**config.mk**
```make
export PLATFORM = sky130hd
export DESIGN_NAME = alu_cmd_ctrl
export DESIGN_NICKNAME = d
export VERILOG_FILES = /design/src/rtl/alu_cmd_pkg.sv /design/src/rtl/alu_cmd_tx_ser.sv /design/src/rtl/alu_cmd_ctrl.sv
export SDC_FILE = /design/constraint.sdc
export NUM_CORES = 1
export LEC_CHECK = 0
export BUFFER_PORTS_ARGS = -buffer_cell sky130_fd_sc_hd__clkbuf_2
export CAP_MARGIN = 20
export CORE_AREA = 5 5 114 116
export DETAILED_ROUTE_END_ITERATION = 10
export DIE_AREA = 0 0 119 121
export PLACE_DENSITY = 0.6
export SYNTH_ARGS = -nofsm -noshare
export SYNTH_HDL_FRONTEND = slang
export SYNTH_HIERARCHICAL = 1
export SYNTH_SLANG_ARGS = --single-unit
```
**constraint.sdc**
```tcl
create_clock -name clk -period 3.5 [get_ports clk]
set_input_delay 0.35 -clock clk [delete_from_list [all_inputs] [get_ports clk]]
set_output_delay 0.35 -clock clk [all_outputs]
set_load 0.02 [all_outputs]
```
**src/rtl/alu_cmd_pkg.sv**
```systemverilog
// Shared definitions for the ALU command controller: FSM states, frame header,
// unit-select encodings and status-byte layout.
package alu_cmd_pkg;

    typedef enum logic [3:0] {
        IDLE,
        GET_A0,
        GET_A1,
        GET_B0,
        GET_B1,
        GET_FUN,
        EXEC,
        SEND0,
        SEND1,
        SEND2
    } state_t;

    localparam logic [7:0] CMD_HDR_DEF = 8'hCC;

    // alu_fun[3:2] picks which unit's result is reported
    localparam logic [1:0] SEL_ARITH = 2'b00;
    localparam logic [1:0] SEL_LOGIC = 2'b01;
    localparam logic [1:0] SEL_CMP   = 2'b10;
    localparam logic [1:0] SEL_SHIFT = 2'b11;

    localparam int STAT_FLAG_BIT  = 0;
    localparam int STAT_CARRY_BIT = 1;

    function automatic logic [7:0] make_status(input logic carry, input logic flag);
        logic [7:0] s;
        s                 = '0;
        s[STAT_CARRY_BIT] = carry;
        s[STAT_FLAG_BIT]  = flag;
        return s;
    endfunction

endpackage

```
**src/rtl/alu_cmd_tx_ser.sv**
```systemverilog
// Three-byte result serializer: result low, result high, status, over valid/ready.
// load_i starts a burst; tx_data_o holds steady while tx_valid_o is high and tx_ready_i is low.
module alu_cmd_tx_ser (
    input  logic        clk,
    input  logic        rst,
    input  logic        load_i,
    input  logic [15:0] res_dat_i,
    input  logic [7:0]  status_i,
    input  logic        tx_ready_i,
    output logic [7:0]  tx_data_o,
    output logic        tx_valid_o,
    output logic        accept_o
);

    logic [7:0] hi_q;
    logic [7:0] st_q;
    logic [1:0] idx_q;
    logic [7:0] tx_data_q;
    logic       tx_valid_q;

    assign tx_data_o  = tx_data_q;
    assign tx_valid_o = tx_valid_q;
    assign accept_o   = tx_valid_q && tx_ready_i;

    always_ff @(posedge clk) begin
        if (rst) begin
            hi_q       <= '0;
            st_q       <= '0;
            idx_q      <= '0;
            tx_data_q  <= '0;
            tx_valid_q <= 1'b0;
        end else if (load_i) begin
            hi_q       <= res_dat_i[15:8];
            st_q       <= status_i;
            idx_q      <= 2'd0;
            tx_data_q  <= res_dat_i[7:0];
            tx_valid_q <= 1'b1;
        end else if (tx_valid_q && tx_ready_i) begin
            case (idx_q)
                2'd0: begin
                    tx_data_q <= hi_q;
                    idx_q     <= 2'd1;
                end
                2'd1: begin
                    tx_data_q <= st_q;
                    idx_q     <= 2'd2;
                end
                default: begin
                    tx_data_q  <= '0;
                    tx_valid_q <= 1'b0;
                    idx_q      <= 2'd0;
                end
            endcase
        end
    end

endmodule

```
**src/rtl/alu_cmd_ctrl.sv**
```systemverilog
// Byte-framed ALU command controller: parses CC/A/B/FUN frames, drives the ALU, returns result+status.
// Optional partial-frame timeout is enabled by defining ALU_CMD_TIMEOUT_EN; ALU_LAT must be >= 1.
module alu_cmd_ctrl
    import alu_cmd_pkg::*;
#(
    parameter int         DATA_WIDTH  = 16,
    parameter int         SEL_LINE    = 4,
    parameter logic [7:0] CMD_HDR     = CMD_HDR_DEF,
    parameter int         ALU_LAT     = 1,
    parameter int         TIMEOUT_CYC = 255
) (
    input  logic                  clk,
    input  logic                  rst,
    input  logic [7:0]            rx_data,
    input  logic                  rx_valid,
    output logic [DATA_WIDTH-1:0] alu_a,
    output logic [DATA_WIDTH-1:0] alu_b,
    output logic [SEL_LINE-1:0]   alu_fun,
    input  logic [DATA_WIDTH-1:0] arith_out,
    input  logic                  arith_flag,
    input  logic                  carry_out,
    input  logic [DATA_WIDTH-1:0] logic_out,
    input  logic                  logic_flag,
    input  logic [DATA_WIDTH-1:0] cmp_out,
    input  logic                  cmp_flag,
    input  logic [DATA_WIDTH-1:0] shift_out,
    input  logic                  shift_flag,
    output logic [7:0]            tx_data,
    output logic                  tx_valid,
    input  logic                  tx_ready,
    output logic                  busy,
    output logic                  drop_err
);

    localparam int LAT_W = (ALU_LAT > 1) ? $clog2(ALU_LAT) : 1;

    state_t                  state_q;
    logic [7:0]              a_lo_q, a_hi_q, b_lo_q, b_hi_q;
    logic [DATA_WIDTH-1:0]   alu_a_q, alu_b_q;
    logic [SEL_LINE-1:0]     alu_fun_q;
    logic                    drop_q;
    logic [LAT_W-1:0]        lat_cnt_q;

    logic                    is_get;
    logic                    lat_done;
    logic                    ser_load;
    logic                    tx_accept;
    logic                    to_expire;
    logic [DATA_WIDTH-1:0]   res_dat;
    logic                    res_flag;
    logic                    res_carry;

    assign alu_a    = alu_a_q;
    assign alu_b    = alu_b_q;
    assign alu_fun  = alu_fun_q;
    assign drop_err = drop_q;
    assign busy     = (state_q != IDLE);

    assign is_get   = (state_q inside {GET_A0, GET_A1, GET_B0, GET_B1, GET_FUN});
    assign lat_done = (lat_cnt_q == LAT_W'(ALU_LAT - 1));
    assign ser_load = (state_q == EXEC) && lat_done;

`ifdef ALU_CMD_TIMEOUT_EN
    localparam int TO_W = $clog2(TIMEOUT_CYC + 1);

    logic [TO_W-1:0] to_cnt_q, to_cnt_d;

    always_comb begin
        to_cnt_d  = '0;
        to_expire = 1'b0;
        if (is_get && !rx_valid) begin
            if (to_cnt_q == TO_W'(TIMEOUT_CYC - 1)) begin
                to_expire = 1'b1;
            end else begin
                to_cnt_d = to_cnt_q + TO_W'(1);
            end
        end
    end

    always_ff @(posedge clk) begin
        if (rst) begin
            to_cnt_q <= '0;
        end else begin
            to_cnt_q <= to_cnt_d;
        end
    end
`else
    assign to_expire = 1'b0;
`endif

    // Units are sampled from the registered alu_fun, so selection is stable through EXEC
    always_comb begin
        res_dat   = arith_out;
        res_flag  = arith_flag;
        res_carry = 1'b0;
        case (alu_fun_q[3:2])
            SEL_ARITH: begin
                res_dat   = arith_out;
                res_flag  = arith_flag;
                res_carry = carry_out;
            end
            SEL_LOGIC: begin
                res_dat  = logic_out;
                res_flag = logic_flag;
            end
            SEL_CMP: begin
                res_dat  = cmp_out;
                res_flag = cmp_flag;
            end
            default: begin
                res_dat  = shift_out;
                res_flag = shift_flag;
            end
        endcase
    end

    always_ff @(posedge clk) begin
        if (rst) begin
            state_q   <= IDLE;
            a_lo_q    <= '0;
            a_hi_q    <= '0;
            b_lo_q    <= '0;
            b_hi_q    <= '0;
            alu_a_q   <= '0;
            alu_b_q   <= '0;
            alu_fun_q <= '0;
            drop_q    <= 1'b0;
            lat_cnt_q <= '0;
        end else begin
            drop_q <= 1'b0;
            case (state_q)
                IDLE: begin
                    if (rx_valid && (rx_data == CMD_HDR)) state_q <= GET_A0;
                end
                GET_A0: begin
                    if (rx_valid) begin
                        a_lo_q  <= rx_data;
                        state_q <= GET_A1;
                    end else if (to_expire) begin
                        state_q <= IDLE;
                        drop_q  <= 1'b1;
                    end
                end
                GET_A1: begin
                    if (rx_valid) begin
                        a_hi_q  <= rx_data;
                        state_q <= GET_B0;
                    end else if (to_expire) begin
                        state_q <= IDLE;
                        drop_q  <= 1'b1;
                    end
                end
                GET_B0: begin
                    if (rx_valid) begin
                        b_lo_q  <= rx_data;
                        state_q <= GET_B1;
                    end else if (to_expire) begin
                        state_q <= IDLE;
                        drop_q  <= 1'b1;
                    end
                end
                GET_B1: begin
                    if (rx_valid) begin
                        b_hi_q  <= rx_data;
                        state_q <= GET_FUN;
                    end else if (to_expire) begin
                        state_q <= IDLE;
                        drop_q  <= 1'b1;
                    end
                end
                GET_FUN: begin
                    if (rx_valid) begin
                        alu_a_q   <= DATA_WIDTH'({a_hi_q, a_lo_q});
                        alu_b_q   <= DATA_WIDTH'({b_hi_q, b_lo_q});
                        alu_fun_q <= rx_data[SEL_LINE-1:0];
                        lat_cnt_q <= '0;
                        state_q   <= EXEC;
                    end else if (to_expire) begin
                        state_q <= IDLE;
                        drop_q  <= 1'b1;
                    end
                end
                EXEC: begin
                    drop_q <= rx_valid;
                    if (lat_done) begin
                        state_q <= SEND0;
                    end else begin
                        lat_cnt_q <= lat_cnt_q + LAT_W'(1);
                    end
                end
                SEND0: begin
                    drop_q <= rx_valid;
                    if (tx_accept) state_q <= SEND1;
                end
                SEND1: begin
                    drop_q <= rx_valid;
                    if (tx_accept) state_q <= SEND2;
                end
                SEND2: begin
                    drop_q <= rx_valid;
                    if (tx_accept) state_q <= IDLE;
                end
                default: state_q <= IDLE;
            endcase
        end
    end

    alu_cmd_tx_ser u_tx_ser (
        .clk        (clk),
        .rst        (rst),
        .load_i     (ser_load),
        .res_dat_i  (16'(res_dat)),
        .status_i   (make_status(res_carry, res_flag)),
        .tx_ready_i (tx_ready),
        .tx_data_o  (tx_data),
        .tx_valid_o (tx_valid),
        .accept_o   (tx_accept)
    );

endmodule

```
==> impl_summary.txt, run 1 <==
----------------------------------------------------
[Outcome]
  Outcome ... finished clean

[Timing]
  Total setup violations reported at the end of the flow ... 0
  Slew at the pin with the worst max-slew slack ... roughly 920 ps
  Number of slew-limit violations in the final report ... 0
  Post-Route Skew ... 9.07 ps
  Min Tclk post-route ... 2110 ps
  Final sum of negative setup slack ... 0 ps
  Hold violation total from the final report ... 0
  Unrepaired setup endpoints after global routing ... false
  Remaining max-slew budget at the tightest pin ... 38.8%
  Achievable clock frequency ... 474 MHz
  Part of the cycle the worst path needs ... about three fifths

[Clock network]
  Post-CTS Hold Fix Bufs ... 0
  Clock buffer count from CTS ... 9
  Clock sink count ... 100
  CTS tree ... built
  Resized Gates After CTS ... 0
  Insertion delay of the later-clocked pin in the worst-skew pair ... 350 ps
  Clock Tree Root ... clkbuf_16
  Number of setup buffers added after CTS ... 0
  Worst-path clk slew ... 70 ps
  Number of buffers on the longest clock path ... 2
  H-Tree Depth ... 3

[Route]
  Routed wirelength normalized by instance count ... 16.5 um
  Pre-antenna DRT Iters ... 4
  DRC ... 0
  Violation count after the first detailed-route iteration ... 408
  Total length of routed wires ... approximately 12000 um
  Avg Vias per Cell ... 5.49
  Count of nets left with antenna violations after detail routing ... 0
  Total via count in the routed design ... 4103

[Finish]
  Commonest non-fill, non-tap cells in the layout ... 126 x clkbuf_2, 100 x dfxtp_1, 71 x nand3_1, 71 x a21oi_1, 49 x o21ai_0
  FF/Latch Area ... 2000 sq um
  Leading cell type in the layout, fill and taps excluded ... clkbuf_2
  Share of layout cells above drive strength 1 ... between 30% and 40%
  Layout overhead on the synthesized area ... 19.9%
  Final core area utilization ... 47.0%
  Multi-input combinational cell area ... 2360 sq um
  Layout Nets ... approximately 680
  Number of antenna diodes ... 0
  Fillers ... between 1000 and 1500

[Worst setup path]
  Largest stage delay on the critical path ... 720 ps
  Worst Setup End Kind ... flip-flop
  CP bufs+invs ... 1
  Peak fanout along the critical path ... 29
  Critical-path cell list ... and3b_1, buf_4, nand3_1, a21oi_1
  Crit Reg-Reg Startpoint ... state_q[0]
  Cell family contributing the most delay on the critical path ... flip-flops
  Setup slack of the most critical reg-to-reg path ... 1390 ps
  Worst r2r dst ... a_lo_q[4]
  Data arrival time at the worst-slack endpoint ... around 2400 ps
  Category of the most critical setup path ... flip-flop to flip-flop
  Required time worst endpoint ... 3770 ps
  Highest-delay cell along the critical path ... dfxtp_1
  R2R cell count ... 4
  Category of the worst setup path launch point ... flip-flop

[Hold path]
  Worst hold path endpoint ... u_tx_ser/tx_valid_o
  HP Class ... primary input to flip-flop
  WHS Path Cells ... 4
  Hold Crit Start ... tx_ready

[Power and ir drop]
  Leakage power ... 2.04 nW
  Worst-case vdd ir drop ... 0.319 mV
  Power per cell area ... between 400 and 500 nW/um^2

[Job]
  Maxcap violations ... 0

[Logic synthesis]
  Cell type with the highest aggregate area in the netlist ... dfxtp_1
  Synth Instances ... 498
  Register area share after synthesis ... 43.2%
  Area share of the largest cell type after synthesis ... 43.2%
  Number of warnings issued by yosys ... 6
  Leading post-synthesis cells by cell area ... dfxtp_1 43%, mux4_2 8.3%, a21oi_1 7.7%
  Dominant synthesized flop cell ... dfxtp_1
  Post-synthesis average cell area ... 9.30 sq um
  EDFF count, synth ... 0
  Async set-reset flop share out of synthesis ... 0%
  Flip-flop and latch count after synthesis ... 100
  Area of the mapped netlist ... approximately 4600 sq um
  Number of distinct library cell variants in the gate-level netlist after synthesis ... 47

[GRT]
  Aggregate global routing overflow ... 0
  Vias in the first global route ... 3969
  Number of antenna violations at the first check in global routing ... 0
  Total GRT Usage ... roughly 17%
  Largest net degree at the start of global routing ... 50
  Global-route wire length before repair ... approximately 20000 um

[Floorplanning]
  Boundary pin count ... between 100 and 150
  Vertical extent of the die ... between 100 and 150 um
  Die ar. ... 14400 sq um
  Initial core utilization ... 39.2%
  Core Box Area ... approximately 12000 sq um
  FP Rows ... 40
  Die outline width ... 119 um

[Placement]
  Number of input and output port buffers inserted ... 127
  Routability-driven placement congestion ratio ... roughly 0.77
  DP Wirelength ... 8580 um

----------------------------------------------------
per-stage QoR:
step	hold slack, ps	total power (W)	std cells	setup WS (ps)	instance area, sq um
2_1_floorplan	440	0.00146	503	1720	4650
3_3_place_gp	451	0.00155	730	1300	5250
3_5_place_dp	457	0.00155	731	1370	5270
4_1_cts	327	0.00249	747	1390	5550
5_1_grt	360	0.00257	747	1210	5550
6_report	334	0.00246	747	1390	5550
logic make-up (layout without fill, tap and decap cells):
| family | count (synthesis) | after routing | synth area share [%] |
|---|---|---|---|
| other | 1 | 6 | 0.0810 |
| buffers and inverters | 57 | 154 | 6.32 |
| AOI/OAI and AO/OA | 156 | 156 | 18.8 |
| xor gates and xnor gates | 2 | 2 | 0.378 |
| muxes | 43 | 43 | 14.7 |
| and+or+nand+nor | 139 | 139 | 16.5 |
| DFF | 100 | 100 | 43.2 |
worst max path at each step:
stage,from,endpoint,slack [ps],depth (start not counted)
2_1_floorplan,alu_fun[2],u_tx_ser/hi_q[1],1720,5
6_report,state_q[0],a_lo_q[4],1390,4
5_1_grt,state_q[0],a_lo_q[6],1210,4
3_5_place_dp,rx_valid,a_lo_q[4],1370,5
4_1_cts,state_q[0],a_lo_q[4],1390,4
3_3_place_gp,state_q[2],alu_b[0],1300,3
worst reg2reg max path, stage by stage, from the launching register on:
cell	delay [ps]
dfxtp_1	720
and3b_1	610
buf_4	410
nand3_1	120
a21oi_1	170
routing by layer:
| metal | share of wire (%) | global-route usage, % | up-vias | routed length (um) |
|---|---|---|---|---|
| li1 | - | - | 2016 | - |
| met1 | 44 | 22.4 | 1952 | 5390 |
| met2 | 49 | 28.7 | 122 | 6060 |
| met3 | 5.9 | 3.40 | 13 | 729 |
| met4 | 1.1 | 5.43 | 0 | 137 |
| met5 | 0 | 0 | - | 0 |
state kept, by name (all words and copies together) (netlist names):
signal / count
u_tx_ser/tx_data_o: 8
alu_b: 16
u_tx_ser/hi_q: 8
b_lo_q: 8
state_q: 4
alu_fun: 4
a_hi_q: 8
a_lo_q: 8
u_tx_ser/tx_valid_o: 1
drop_err: 1
b_hi_q: 8
u_tx_ser/idx_q: 2
u_tx_ser/st_q: 8
alu_a: 16
Yosys cell counts (all sizes together), types with 3 or more instances:
cell,instances
dfxtp,100
a21oi,71
nand3,71
o21ai,71
buf,33
nor2,22
clkbuf,21
mux2i,18
mux4,17
nor3,14
nor2b,9
a221oi,8
mux2,8
inv,3
nand2,3
or2,3
power breakdown:
part	switching [W]	internal (W)
combinational	0.000197	0.000116
clock	0.000443	0.000493
sequential	0.0000508	0.00116
layout make-up:
class | count | share of cell area (%)
clock buffer | 11 | 4.19
inverter | 3 | 0.203
timing repair buffer | 135 | 12.9
multi-input combinational | 346 | 42.5
sequential | 100 | 36.1
tap | 147 | 3.31
clock inverter | 5 | 0.811
(Power assumes the default switching activity.)
==> run 2: changes to the inputs <==
PLACE_DENSITY = 0.62   (was 0.6)
clock period = 1.8 ns   (was 3.5 ns; I/O delays follow)
==> impl_summary.txt, run 2 (same netlist as run 1, synthesis figures left out) <==
----------------------------------------------------
[Route]
  Uppermost layer routed ... met4 (unchanged)
  Avg Vias per Cell ... 5.54 (was 5.49)
  Total length of routed wires ... 12900 um (was 12300 um)
  Routed wire length on met3 ... 938 um (was 729 um)
  Count of nets left with antenna violations after detail routing ... 0 (unchanged)
  M1 WL ... 5350 um (was 5390 um)
  Violation count after the first detailed-route iteration ... 286 (was 408)
  Pre-antenna DRT Iters ... 5 (was 4)
  DRC ... 0 (unchanged)
  Total via count in the routed design ... 4208 (was 4103)
  Routed wirelength normalized by instance count ... 17.1 um (was 16.5 um)
  Met2 layer wire length in the routed design ... 6550 um (was 6060 um)

[Power and ir drop]
  Internal Pwr Total ... 0.00382 W (was 0.00177 W)
  Leakage power ... 2.14 nW (was 2.04 nW)
  Worst-case vdd ir drop ... 0.393 mV (was 0.319 mV)
  Combinational cell fraction of total power ... 13.7% (was 12.7%)
  Psw ... 0.00131 W (was 0.000691 W)
  Relative contribution of the clock network to total power ... 40.8% (was 38.0%)
  Flop pwr share ... 45.6% (was 49.3%)
  Switching share of power ... 25.5% (was 28.0%)
  Power per cell area ... 896 nW/um^2 (was 444 nW/um^2)

[Clock network]
  Number of setup buffers added after CTS ... 0 (unchanged)
  CTS tree ... built (unchanged)
  Clock sink count ... 100 (unchanged)
  Number of buffers on the longest clock path ... 2 (unchanged)
  Clock Tree Root ... clkbuf_16 (unchanged)
  H-Tree Depth ... 3 (unchanged)
  Insertion delay of the later-clocked pin in the worst-skew pair ... 340 ps (was 350 ps)
  Worst-path clk slew ... 60 ps (was 70 ps)
  Clock buffer count from CTS ... 9 (unchanged)

[Worst setup path]
  Peak fanout along the critical path ... 15 (was 29)
  Category of the most critical setup path ... flip-flop to primary output (was flip-flop to flip-flop)
  Category of the worst setup path launch point ... flip-flop (unchanged)
  Worst Setup End Kind ... primary output (was flip-flop)
  Required time worst endpoint ... 1620 ps (was 3770 ps)
  Worst r2r dst ... a_hi_q[2] (was a_lo_q[4])
  Setup slack of the most critical reg-to-reg path ... 200 ps (was 1390 ps)
  R2R cell count ... 4 (unchanged)
  Crit Reg-Reg Startpoint ... state_q[2] (was state_q[0])
  Data arrival time at the worst-slack endpoint ... 1570 ps (was 2370 ps)

[Placement]
  DP Wirelength ... 9070 um (was 8580 um)
  Routability-driven placement congestion ratio ... 0.862 (was 0.771)
  Cell count after placement ... 744 (was 731)
  Number of input and output port buffers inserted ... 127 (unchanged)

[Floorplanning]
  Die ar. ... 14400 sq um (unchanged)
  FP Rows ... 40 (unchanged)
  Vertical extent of the die ... 121 um (unchanged)
  Boundary pin count ... 128 (unchanged)
  Initial core utilization ... 39.2% (unchanged)
  Die outline width ... 119 um (unchanged)
  Core Box Area ... 11800 sq um (unchanged)

[GRT]
  Total GRT Usage ... 18.1% (was 17.2%)
  Global-route wire length before repair ... 21200 um (was 20200 um)
  Largest net degree at the start of global routing ... 43 (was 50)
  Aggregate global routing overflow ... 0 (unchanged)
  Number of antenna violations at the first check in global routing ... 0 (unchanged)
  Vias in the first global route ... 4207 (was 3969)

[Hold path]
  WHS Path Cells ... 3 (was 4)
  Hold Crit Start ... rx_data[4] (was tx_ready)
  Worst hold path endpoint ... b_hi_q[4] (was u_tx_ser/tx_valid_o)
  HP Class ... primary input to flip-flop (unchanged)

[Finish]
  Layout overhead on the synthesized area ... 23.4% (was 19.9%)
  Number of antenna diodes ... 0 (unchanged)
  Commonest non-fill, non-tap cells in the layout ... 126 x clkbuf_2, 97 x dfxtp_1, 71 x nand3_1, 71 x a21oi_1, 49 x o21ai_0 (was 126 x clkbuf_2, 100 x dfxtp_1, 71 x nand3_1, 71 x a21oi_1, 49 x o21ai_0)
  Share of layout cells above drive strength 1 ... 33.5% (was 31.3%)
  Number of non-filler instances in the completed layout ... 759 (was 747)
  Leading cell type in the layout, fill and taps excluded ... clkbuf_2 (unchanged)
  Layout Nets ... 689 (was 676)

[Timing]
  Achievable clock frequency ... 571 MHz
  Number of slew-limit violations in the final report ... 0 (unchanged)
  Post-Route Skew ... 4.90 ps (was 9.07 ps)
  Total setup violations reported at the end of the flow ... 0 (unchanged)
  Unrepaired setup endpoints after global routing ... false (unchanged)
  Final sum of negative setup slack ... 0 ps (unchanged)
  Part of the cycle the worst path needs ... a little over nine tenths
  Min Tclk post-route ... 1750 ps
  Hold violation total from the final report ... 0 (unchanged)

[Outcome]
  Outcome ... finished clean (unchanged)

[Job]
  Maxcap violations ... 0 (unchanged)

----------------------------------------------------
==> run 2: metal layers <==
layer | up-vias | global-route usage [%]
met1 | 2025 | 22.5
met2 | 142 | 31.0
met4 | 0 | 5.50
met3 | 11 | 4.43
met5 | - | 0
li1 | 2030 | -
==> run 2: how the worst max path moves through the flow <==
stage	from	endpoint	slack, ps	depth (start not counted)
after floorplan	alu_fun[2]	u_tx_ser/hi_q[1]	20	5
after global placement	state_q[1]	u_tx_ser/hi_q[6]	210	5
after detailed placement	state_q[1]	u_tx_ser/hi_q[4]	140	5
after CTS	state_q[3]	busy	9	2
after global routing	state_q[2]	busy	7	3
final	state_q[2]	busy	50	3
==> run 2: cell type report <==
class	instances	area, sq um
clock buffer	11	253
inverter	3	11.3
multi-input combinational	346	2360
timing repair buffer	148	831
sequential	100	2010
clock inverter	4	72.6
tap	147	184
fill	1140	6090
==> run 2: critical path, cell delays in order, from the launching register on <==
cell	delay, ps
dfxtp_1	310
buf_4	190
or4_1	550
clkbuf_2	180
==> run 2: repair_timing <==
action / in CTS / in global routing
setup endpoints to repair: 0 / 12
hold buffers: 0 / 0
gates resized for setup: 0 / 3
==> run 2: per-stage QoR <==
stage | area [sq um] | hold WS, ps | util (%) | setup WS (ps) | power [W]
final | 5720 | 177 | 48.4 | 50.1 | 0.00512
after floorplan | 4650 | 328 | - | 15.9 | 0.00284
after CTS | 5710 | 171 | 48.4 | 8.67 | 0.00515
after global placement | 5390 | 455 | 45.6 | 208 | 0.00306
after global routing | 5720 | 203 | 48.4 | 6.96 | 0.00535
after detailed placement | 5390 | 460 | 45.6 | 142 | 0.00308
==> run 2: power groups by stage <==
stage / clock [W] / sequential, W / combinational, W
5_1_grt: 0.00222 / 0.00234 / 0.000778
3_5_place_dp: 0 / 0.00238 / 0.000698
4_1_cts: 0.00212 / 0.00233 / 0.000702
2_1_floorplan: 0 / 0.00234 / 0.000506
6_report: 0.00209 / 0.00233 / 0.000701
3_3_place_gp: 0 / 0.00237 / 0.000682
==> run 3: changes to the inputs <==
--- a/config.mk
+++ b/config.mk
@@ -13,2 +13,3 @@
 export PLACE_DENSITY = 0.62
+export RECOVER_POWER = 50
 export SYNTH_ARGS = -nofsm -noshare
==> constraint.sdc (replaced) <==
create_clock -name clk -period 1.8 [get_ports clk]
set_input_delay 0.36 -clock clk [delete_from_list [all_inputs] [get_ports clk]]
set_output_delay 0.36 -clock clk [all_outputs]
set_load 0.02 [all_outputs]
==> impl_summary.txt, run 3 (same netlist as run 1, synthesis figures left out) <==
----------------------------------------------------
[Route]
  Total via count in the routed design ... 4204 (was 4208)
  Count of nets left with antenna violations after detail routing ... 0 (unchanged)
  Pre-antenna DRT Iters ... 4 (was 5)
  Avg Vias per Cell ... 5.51 (was 5.54)
  DRC ... 0 (unchanged)
  Violation count after the first detailed-route iteration ... 287 (was 286)
  Total length of routed wires ... 12600 um (was 12900 um)
  Routed wirelength normalized by instance count ... 16.5 um (was 17.1 um)

[Finish]
  Number of antenna diodes ... 0 (unchanged)
  Leading cell type in the layout, fill and taps excluded ... dfxtp_1 (was clkbuf_2)
  Layout overhead on the synthesized area ... 22.5% (was 23.4%)
  Fillers ... 1158 (was 1140)
  FF/Latch Area ... 2010 sq um (about the same)
  Multi-input combinational cell area ... 2360 sq um (about the same)
  Share of layout cells above drive strength 1 ... 27.1% (was 33.5%)
  Commonest non-fill, non-tap cells in the layout ... 96 x dfxtp_1, 81 x clkbuf_2, 71 x nand3_1, 71 x a21oi_1, 49 x o21ai_0 (was 126 x clkbuf_2, 97 x dfxtp_1, 71 x nand3_1, 71 x a21oi_1, 49 x o21ai_0)
  Number of non-filler instances in the completed layout ... 763 (was 759)
  Layout Nets ... 693 (was 689)

[Timing]
  Number of slew-limit violations in the final report ... 0 (unchanged)
  Final sum of negative setup slack ... 0 ps (unchanged)
  Post-Route Skew ... 7.91 ps (was 4.90 ps)
  Hold slack final ... 366 ps (was 177 ps)
  Achievable clock frequency ... 566 MHz (was 571 MHz)
  Fin worst setup slack ... 31.9 ps (was 50.1 ps)
  Total setup violations reported at the end of the flow ... 0 (unchanged)
  Hold violation total from the final report ... 0 (unchanged)
  Part of the cycle the worst path needs ... 98.2% (was 97.2%)
  Min Tclk post-route ... 1770 ps (was 1750 ps)

[Clock network]
  Number of buffers on the longest clock path ... 2 (unchanged)
  Insertion delay of the later-clocked pin in the worst-skew pair ... 340 ps (about the same)
  Clock sink count ... 100 (unchanged)
  Post-CTS Hold Fix Bufs ... 0 (unchanged)
  Clock Tree Root ... clkbuf_16 (unchanged)
  Worst-path clk slew ... 70 ps (was 60 ps)
  H-Tree Depth ... 3 (unchanged)
  CTS tree ... built (unchanged)
  Clock buffer count from CTS ... 9 (unchanged)

[Worst setup path]
  Peak fanout along the critical path ... 8 (was 15)
  Critical-path cell list ... or4_4, clkbuf_8 (was buf_4, or4_1, clkbuf_2)
  Category of the most critical setup path ... flip-flop to primary output (unchanged)
  Category of the worst setup path launch point ... flip-flop (unchanged)
  Required time worst endpoint ... 1440 ps (was 1620 ps)
  Data arrival time at the worst-slack endpoint ... 1410 ps (was 1570 ps)
  Largest stage delay on the critical path ... 530 ps (was 550 ps)
  Highest-delay cell along the critical path ... or4_4 (was or4_1)
  Worst Setup End Kind ... primary output (unchanged)

[Placement]
  Routability-driven placement congestion ratio ... 0.843 (was 0.862)
  DP Wirelength ... 8850 um (was 9070 um)
  Number of input and output port buffers inserted ... 127 (unchanged)
  Cell count after placement ... 744 (unchanged)
  DP Worst Slack ... 135 ps (was 142 ps)

[Power and ir drop]
  Relative contribution of the clock network to total power ... 36.8% (was 40.8%)
  Worst-case vdd ir drop ... 0.458 mV (was 0.393 mV)
  Internal Pwr Total ... 0.00359 W (was 0.00382 W)
  Power per cell area ... 862 nW/um^2 (was 896 nW/um^2)
  Psw ... 0.00130 W (was 0.00131 W)
  Flop pwr share ... 47.5% (was 45.6%)
  Leakage power ... 2.00 nW (was 2.14 nW)
  Switching share of power ... 26.6% (was 25.5%)
  Combinational cell fraction of total power ... 15.7% (was 13.7%)

[GRT]
  Largest net degree at the start of global routing ... 55 (was 43)
  Vias in the first global route ... 4156 (was 4207)
  Number of antenna violations at the first check in global routing ... 0 (unchanged)
  Global-route wire length before repair ... 20900 um (was 21200 um)
  Total GRT Usage ... 17.9% (was 18.1%)
  Aggregate global routing overflow ... 0 (unchanged)

[Hold path]
  HP Class ... primary input to flip-flop (unchanged)

[Floorplanning]
  Boundary pin count ... 128 (unchanged)
  Initial core utilization ... 39.2% (unchanged)
  Die ar. ... 14400 sq um (unchanged)
  Vertical extent of the die ... 121 um (unchanged)
  FP Rows ... 40 (unchanged)
  Core Box Area ... 11800 sq um (unchanged)
  Die outline width ... 119 um (unchanged)

[Outcome]
  Outcome ... finished clean (unchanged)

[Job]
  Maxcap violations ... 0 (unchanged)

----------------------------------------------------
-- run 3: cell type report --
cell class | instances | area share, %
multi-input cells | 346 | 41.7
flip-flops and latches | 100 | 35.4
repair buffers | 152 | 14.6
clock buffers | 11 | 4.45
well taps | 147 | 3.24
clock inverters | 4 | 0.419
inverters | 3 | 0.198
-- run 3: final timing paths --
check | from | to | slack [ps] | depth (start not counted)
setup / recovery | state_q[2] | busy | 30 | 2
hold / removal | rx_data[7] | b_hi_q[7] | 370 | 3
setup reg to reg | state_q[3] | b_hi_q[2] | 180 | 4
hold reg to reg | a_lo_q[2] | alu_a[2] | 470 | 2
-- run 3: per-stage QoR --
step	util (%)	instance area, sq um	power, W
6_report	48.1	5680	0.00489
5_1_grt	48.1	5680	0.00511
4_1_cts	48.3	5710	0.00492
3_5_place_dp	45.7	5400	0.00310
3_3_place_gp	45.7	5400	0.00309
2_1_floorplan	-	4650	0.00284
-- run 3: metal layers --
layer	vias to the layer above	part of all wire [%]	global-route usage (%)
met2	131	50	30.6
met3	19	7.1	5.17
met1	2008	41	21.6
met5	-	0	0
met4	0	1.7	5.72
li1	2046	-	-
-- run 3: power groups by stage --
stage | combinational [W] | clock [W] | sequential [W]
2_1_floorplan | 0.000506 | 0 | 0.00234
3_3_place_gp | 0.000719 | 0 | 0.00237
3_5_place_dp | 0.000731 | 0 | 0.00237
4_1_cts | 0.000768 | 0.00184 | 0.00232
5_1_grt | 0.000847 | 0.00194 | 0.00233
6_report | 0.000769 | 0.00180 | 0.00232
-- run 3: repair_timing --
item                       in CTS  in global routing
setup endpoints to repair       1                  5
setup buffers                   1                  3
resized for setup               7                  2
-- run 3: worst max-delay path, delay by kind of cell, from the launching register on --
kind                   cells  cell delay (ps)
DFF                        1              370
buffers and inverters      1              170
and+or+nand+nor            1              530
